`config.mk`:
```
export PLATFORM = sky130hd
export DESIGN_NAME = frame_issuer
export DESIGN_NICKNAME = d
export VERILOG_FILES = /design/src/rtl/frame_issuer_pkg.sv /design/src/rtl/frame_issuer_next_pc.sv /design/src/rtl/frame_issuer.sv
export SDC_FILE = /design/constraint.sdc
export NUM_CORES = 2
export LEC_CHECK = 0
export BUFFER_PORTS_ARGS = -buffer_cell sky130_fd_sc_hd__buf_2
export CAP_MARGIN = 20
export CORE_MARGIN = 3
export CORE_UTILIZATION = 45
export CTS_CLUSTER_SIZE = 16
export DETAILED_ROUTE_END_ITERATION = 16
export PLACE_DENSITY = 0.67
export RECOVER_POWER = 25
export SLEW_MARGIN = 10
export SYNTH_ARGS = -nofsm -noshare
export SYNTH_HDL_FRONTEND = slang
export SYNTH_MEMORY_MAX_BITS = 65536
export SYNTH_SLANG_ARGS = --single-unit
```
`constraint.sdc`:
```
create_clock -name sysclk -period 3.3 [get_ports sysclk]
set_input_delay 0.66 -clock sysclk [delete_from_list [all_inputs] [get_ports sysclk]]
set_output_delay 0.66 -clock sysclk [all_outputs]
set_load 0.02 [all_outputs]
```
`src/rtl/frame_issuer_pkg.sv`:
```
// Shared CPU frame definitions: opcodes, frame field slices and issuer states.
// Imported by the frame issuer and by the CPU frame decoder.
package frame_issuer_pkg;

  localparam int FRAME_W = 17;
  localparam int PC_W    = 8;

  // Frame field slices: {opcode[16:13], operands[12:0]}
  localparam int OPC_MSB     = 16;
  localparam int OPC_LSB     = 13;
  localparam int JMP_TGT_MSB = 12;
  localparam int JMP_TGT_LSB = 5;
  localparam int CMP_A_MSB   = 12;
  localparam int CMP_A_LSB   = 9;
  localparam int CMP_B_MSB   = 8;
  localparam int CMP_B_LSB   = 5;
  localparam int BR_TGT_MSB  = 4;
  localparam int BR_TGT_LSB  = 1;

  localparam logic [3:0] OP_NOP  = 4'h0;
  localparam logic [3:0] OP_JMP  = 4'hC;
  localparam logic [3:0] OP_JNE  = 4'hD;
  localparam logic [3:0] OP_JEQ  = 4'hE;
  localparam logic [3:0] OP_HALT = 4'hF;

  typedef logic [1:0] state_t;
  localparam state_t ST_IDLE  = 2'd0;
  localparam state_t ST_FETCH = 2'd1;
  localparam state_t ST_ISSUE = 2'd2;
  localparam state_t ST_DONE  = 2'd3;

  function automatic logic [3:0] frame_opcode(input logic [FRAME_W-1:0] f);
    return f[OPC_MSB:OPC_LSB];
  endfunction

endpackage

```
`src/rtl/frame_issuer_next_pc.sv`:
```
// Combinational next-PC resolver. Branch conditions compare the literal
// operand fields of the frame, never register contents.
module frame_issuer_next_pc
  import frame_issuer_pkg::*;
(
  input  logic [PC_W-1:0] pc,
  input  logic [3:0]      opcode,
  input  logic [7:0]      jmp_tgt,
  input  logic [3:0]      cmp_a,
  input  logic [3:0]      cmp_b,
  input  logic [3:0]      br_tgt,
  output logic [PC_W-1:0] next_pc
);

  logic [PC_W-1:0] pc_inc;

  // 8'hFF + 1 wraps to 8'h00 by width truncation
  assign pc_inc = pc + 8'd1;

  always_comb begin
    next_pc = pc_inc;
    case (opcode)
      OP_JMP: next_pc = jmp_tgt;
      OP_JNE: if (cmp_a != cmp_b) next_pc = {4'h0, br_tgt};
      OP_JEQ: if (cmp_a == cmp_b) next_pc = {4'h0, br_tgt};
      default: next_pc = pc_inc;
    endcase
  end

endmodule

```
`src/rtl/frame_issuer.sv`:
```
// Program store plus fetch/issue sequencer driving the CPU frame bus.
// Handshake: a frame transfers on any sysclk edge where frame_valid && frame_ready; frame_out is held while valid.
module frame_issuer
  import frame_issuer_pkg::*;
#(
  parameter int DEPTH = 256
) (
  input  logic               sysclk,
  input  logic               reset_n,
  input  logic               prog_we,
  input  logic [7:0]         prog_addr,
  input  logic [16:0]        prog_data,
  input  logic               start,
  input  logic               halt_req,
  output logic [16:0]        frame_out,
  output logic               frame_valid,
  input  logic               frame_ready,
  output logic               busy,
  output logic               done,
  output logic [7:0]         pc_out,
  output logic [1:0]         state_dbg
);

  logic [FRAME_W-1:0] mem [DEPTH];
  logic [FRAME_W-1:0] ir;
  state_t             state;
  logic [PC_W-1:0]    pc;
  logic [PC_W-1:0]    next_pc;
  logic               loadable;
  logic               is_halt;

  assign loadable = (state == ST_IDLE) || (state == ST_DONE);
  assign is_halt  = (frame_opcode(ir) == OP_HALT);

  // Store has no reset; ir only captures in FETCH so it holds through ISSUE stalls
  always_ff @(posedge sysclk) begin
    if (prog_we && loadable) mem[prog_addr] <= prog_data;
    if (state == ST_FETCH) ir <= mem[pc];
  end

  frame_issuer_next_pc u_next_pc (
    .pc      (pc),
    .opcode  (frame_opcode(ir)),
    .jmp_tgt (ir[JMP_TGT_MSB:JMP_TGT_LSB]),
    .cmp_a   (ir[CMP_A_MSB:CMP_A_LSB]),
    .cmp_b   (ir[CMP_B_MSB:CMP_B_LSB]),
    .br_tgt  (ir[BR_TGT_MSB:BR_TGT_LSB]),
    .next_pc (next_pc)
  );

  always_ff @(posedge sysclk or negedge reset_n) begin
    if (!reset_n) begin
      state <= ST_IDLE;
      pc    <= '0;
    end else begin
      case (state)
        ST_IDLE, ST_DONE: begin
          if (start) begin
            state <= ST_FETCH;
            pc    <= '0;
          end
        end
        ST_FETCH: state <= halt_req ? ST_DONE : ST_ISSUE;
        ST_ISSUE: begin
          if (is_halt) begin
            state <= ST_DONE;
          end else if (frame_ready) begin
            pc    <= next_pc;
            state <= halt_req ? ST_DONE : ST_FETCH;
          end
        end
        default: state <= ST_IDLE;
      endcase
    end
  end

  // Decoded from state so reset drops valid without waiting for an edge
  assign frame_valid = (state == ST_ISSUE) && !is_halt;
  assign frame_out   = frame_valid ? ir : '0;
  assign busy        = (state == ST_FETCH) || (state == ST_ISSUE);
  assign done        = (state == ST_DONE);
  assign pc_out      = pc;
  assign state_dbg   = state;

endmodule

```
* Yosys cells after proc, flatten, opt, wreduce, memory -nomap -nowiden
Memories as Yosys holds them, arrays and structs flattened. A register that Yosys moved wholly into a read port is not among the register bits.
Index checks and enable logic that the tools add are counted.
** Cells by class
- $add $sub $neg :: 1
- Eq/ne operators :: 13
- Multiplexer cells :: 16
- Reduce and logical (&&, ||, !) cells :: 10
** Operator list (number)
- 8-bit two-way mux :: 5
- 8-bit case mux with 3 select lines :: 1
- 17-bit two-way mux :: 1
- 4-bit equality test (second input constant) :: 4
- 8-bit case mux with 2 select lines :: 1
- 8-bit by 1-bit adder with 8-bit output (second input constant) :: 1
- 2-bit two-way mux :: 4
- 2-bit != test (second input constant) :: 3
- 2-bit case mux with 3 select lines :: 1
- 2-bit equality test (second input constant) :: 2
- 4-bit equality test :: 1
- 4-bit != test :: 1
- 4-bit AND reduction :: 1
- 1-bit two-way mux :: 3
- 3-bit != test (second input constant) :: 1
- 2-bit by 1-bit equality test with 1-bit output (second input constant) :: 1
- 1-bit logical AND :: 2
- 2-bit zero test :: 1
- 1-bit logical OR :: 2
- 2-bit AND reduction :: 1
- 2-bit nonzero test :: 1
- 2-bit OR reduction :: 1
- 1-bit zero test :: 1
** Word-level totals
- Register bits :: 10
- Memory bits (writable) :: 4352
- Output and inout port bits :: 30
- Word-level logic and storage cells :: 43
- Memories kept :: 1
** Memory list
- mem :: words 256, bits a word 17, read ports 1, clocked after memory_dff 1, write ports 1, RTL line frame_issuer.sv:24 : logic [FRAME_W-1:0] mem [DEPTH];

* Longest topological paths before layout
- Depth after elaboration :: 6
- Mapped depth :: 12
- Gate-level depth less buffers :: 7

* Modules after synthesis
From an unflattened synthesis, not the netlist that was laid out.
** Second synthesis, totals
- Cell total of the unflattened synthesis :: 7909
- Area total of the unflattened synthesis :: 169968.0 µm²
** By module, submodules not included
- frame_issuer :: times used 1, cells each 7861, area an instance 169654.0 µm², seq. area each 131446.1 µm²
- frame_issuer_next_pc :: times used 1, cells each 48, area an instance 314.1 µm², seq. area each 0.0 µm²

* Worst setup path after synthesis
OpenSTA, ideal clock, no wires.
- Path kind :: register -> register
- Start :: register state[0], in the netlist state_dbg[0]
- End :: memory mem[234][0], enable pin
- Setup time :: 0.391 ns
- Arrival time :: 2.734 ns
- Setup slack :: 0.175 ns
- Stages on the path, launching flop included :: 9
- Period minus slack after synthesis :: 3.125 ns
- Path through :: dfrtp_1 inv_1 ha_1 and2_1 clkbuf_1 clkbuf_1 nand3_1 clkbuf_1 nor2_1
** Between the ends
- Word-level cells in the longest chain between the ends :: 5
- Elaborated cells between the ends (all ways) :: 6
- Classes of those cells :: eq/ne (1); mux (2); reduce/logical (3)
** Ends and longest elaborated chain
- start, declared :: RTL line frame_issuer.sv:26 : state_t state;
- start signal, assigned :: RTL line frame_issuer.sv:63 : ST_FETCH: state <= halt_req ? ST_DONE : ST_ISSUE;
- start signal, assigned :: RTL line frame_issuer.sv:69 : state <= halt_req ? ST_DONE : ST_FETCH;
- 2-bit equality test or 2-bit zero test (tied branches) :: RTL line frame_issuer.sv:32 : assign loadable = (state == ST_IDLE) || (state == ST_DONE);
- 1-bit logical OR (*) :: RTL line frame_issuer.sv:32
- 1-bit logical AND (*) :: RTL line frame_issuer.sv:37 : if (prog_we && loadable) mem[prog_addr] <= prog_data;
- 1-bit two-way mux (*) :: RTL line frame_issuer.sv:37
- 1-bit two-way mux (implied by the code) (*) :: RTL line frame_issuer.sv:37
- end, declared :: RTL line frame_issuer.sv:24
Every way passes the cells marked *; elsewhere a longest branch is shown, timed or not.

==> out/qor.yml <==
status: "finished with violations"
violations: "antenna violations, max-capacitance violations, max-slew violations, negative setup slack"
timing.rr.end: "ir[3]"
crit_path_cell_trace: "buf_12 > buf_16 > buf_16 > buf_12 > mux4_2 > mux4_2 > a22o_4 > nor4_4 > buf_4 > nor4_2"
worstSetupEndpointType: "flop"
min_from: "frame_ready"
drtPass1Iterations: 6
die_h_um: 620
holdPathStages: 3
startpoint_type: "flop"
rsz0062_at_grt: "yes"
syn_inst: 7877
synth-main-ff-cell: "edfxtp_1"
place_ws_ns: -0.655
power_switching_mw: 31.8
instances_no_fill: 14300
fin_nets: 8952
n_fill_cell: 28100
slew_viol_final: 1535
ys.warnings.count: 0
drive_gt1_frac: 0.312
synth_common_cells: "edfxtp_1, mux4_2, mux2i_1, o221ai_1, nor2_1"
grt_usage: 0.236
tightest_slew_ns: 3.32
cts_sinks: 4379
async_reset_ff_frac: 0.00228
slowest_delay_ns: 0.55
place_hpwl_um: 282000
placementRows: 224
fin_util: 0.533
p_sw_frac: 0.247
clock_path_buffers: 4
grt_max_degree: 112
ant_nets: 1
leakagePower_nw: 61.3
fp.dieW_um: 620
met3_wirelength_um: 53400
ios: 61
routedWlPerCell_um: 32.5
coreArea_um2: 374000
maxCapViolCount: 21
fin_ws_ns: -0.155
antenna_found_initial: 26
yosys.area.top_type: "edfxtp_1"
synthMostInstantiatedCell: "edfxtp_1"
worstHoldPathType: "in2reg"
wl_met1_um: 177000
clock_skew_ns: 0.0437
period_minus_slack_ns: 3.46
critPathSlowestCell: "dfrtp_4"
placed_cells: 13300
place.gp.congestion: 0.907
area_growth_syn_to_layout_pct: 17.3
synth_edf_count: 4369
portBuffers: 60
worstPathArrival_ns: 4.16
synth-seq-cells: 4379
cts_buffers: 417
start_util: 0.454
slew_headroom: -1.21
dr_total_vias: 88400
holdWs_ns: 0.154
vdd_drop_max_v: 0.000484
clock_latency_ns: 0.97
synth_cell_types: 60
synth.top_cell.area_share: 0.773
grt_pass1_wl_um: 650000
h-tree-depth: 5
p_comb_frac: 0.162
hold_violations: 0
viasPerCell: 6.20
dieArea_um2: 385000
drc: 0
totalWireLength_um: 463000
cts.clk_slew.worst_paths_ns: 0.07
reg2reg_slack_ns: -0.16
cts_tree: "built"
detail_route.iter0.violations: 12600
clockPowerShare: 0.358
power.density_nw_per_um2: 648
cts-root-buf: "clkbuf_16"
crit_fanout: 7
worstSetupPathType: "reg2reg"
synthTopCellsByArea: "edfxtp_1, mux4_2, mux2i_1"
wl_met2_um: 214000
fin_crit_sh: 1.05
synthesis.area_um2: 170000
power.internal_mw: 97.2
synth-seq-area-share: 0.775
finalSetupViolations: 57
cp_data_required_time_ns: 4.01
reg2reg_depth: 10
rr_startpoint: "pc_out[0]"
syn_nets: 7912
grt_pass1_vias: 86500
avgSynthCellArea_um2: 21.5
grt-ovfl-total: 0
min_to: "state_dbg[1]"
fmax_mhz: 289
pwr-share-seq: 0.480
maxUsedRoutingLayer: "met5"
-- layout by cell type, fill, tap and decap left out, types with 15 or more instances in the layout --
master	n
a21oi_1	163
a22o_4	15
a22oi_1	33
and3_1	20
buf_12	161
buf_16	34
buf_2	45
buf_4	749
buf_6	37
bufinv_16	27
clkbuf_1	90
clkbuf_16	437
clkbuf_2	25
clkinv_1	107
clkinv_2	92
diode_2	26
edfxtp_1	4369
mux2_2	31
mux2i_1	638
mux4_2	835
nand2_1	58
nand3_1	26
nand4_1	21
nor2_1	178
nor2_2	107
nor2b_1	15
nor3_1	132
nor4_2	28
nor4_4	27
o21ai_0	20
o221ai_1	237
o221ai_2	62
o22ai_1	115
-- layout make-up --
type | count | area, um^2 | area share
Timing Repair Buffer | 1102 | 11300 | 0.0567
Tap cell | 4972 | 6220 | 0.0312
Sequential cell | 4379 | 131000 | 0.660
Antenna cell | 26 | 65.1 | 0.000327
Clock inverter | 263 | 2170 | 0.0109
Clock buffer | 499 | 10900 | 0.0547
Inverter | 11 | 58.8 | 0.000295
Multi-Input combinational cell | 3006 | 37000 | 0.186
-- worst max path at each step --
| stage | to | start | cells after the start | slack (ns) |
|---|---|---|---|---|
| 3_5_place_dp | ir[10] | pc_out[0] | 11 | -0.65 |
| 6_report | ir[3] | pc_out[0] | 10 | -0.16 |
| 2_1_floorplan | mem[234][0] | state_dbg[0] | 8 | 0.18 |
| 3_3_place_gp | ir[3] | pc_out[0] | 9 | -1.02 |
| 5_1_grt | ir[6] | pc_out[0] | 14 | -0.15 |
| 4_1_cts | ir[3] | pc_out[0] | 10 | -0.20 |
-- power groups by stage --
stage	clock, mW	sequential [mW]	combinational (mW)
3_5_place_dp	0	63.1	18.0
4_1_cts	46.6	61.9	19.3
2_1_floorplan	0	62.7	12.6
6_report	46.1	61.9	20.9
5_1_grt	48.8	61.9	21.8
3_3_place_gp	0	63.1	17.7
-- cells by family after synthesis --
logic type               after synthesis  share of synthesized area
buffers and inverters                493                     0.0192
AND/OR/NAND/NOR                      675                     0.0186
multiplexers                        1526                      0.153
XOR/XNOR                               6                   0.000310
adder cells (fa/ha/maj)                4                   0.000295
flip-flops                          4379                      0.775
AO/OA/AOI/OAI                        794                     0.0341
-- registers in the layout, indices dropped and copies added (netlist names) --
register,cells
ir,17
pc_out,8
state_dbg,2
mem,4352
-- worst max-delay path: cells and delay by family (launching register included) --
family          cells  cell delay (ns)
flops               1             0.55
mux                 2             0.98
simple gates        2             0.50
buf+inv             5             0.83
compound gates      1             0.31
-- per-stage QoR --
stage / area [um^2] / total power, mW / TNS (ns)
floorplan: 170000 / 75.3 / 0
global route: 199000 / 133 / -7.71
global placement: 183000 / 80.8 / -6.95
finish: 199000 / 129 / -1.09
detailed placement: 183000 / 81.1 / -6.32
CTS: 197000 / 128 / -0.983
-- what timing repair did --
| action | 4_1_cts | 5_1_grt |
|---|---|---|
| hold buffers | 2 | 0 |
| gates cloned | 13 | 17 |
| endpoints found under the setup margin | 35 | 17 |
| endpoints found under the hold margin | 11 | 0 |
| pin swaps | 39 | 79 |
| buffers inserted | 32 | 81 |
| resized for setup | 197 | 224 |
-- per-layer routing --
metal / vias up / track usage
li1: 35700 / -
met1: 46500 / 0.334
met2: 5391 / 0.360
met3: 797 / 0.0542
met4: 4 / 0.0835
met5: - / 0
No activity file was read; power rests on OpenSTA's default activity.
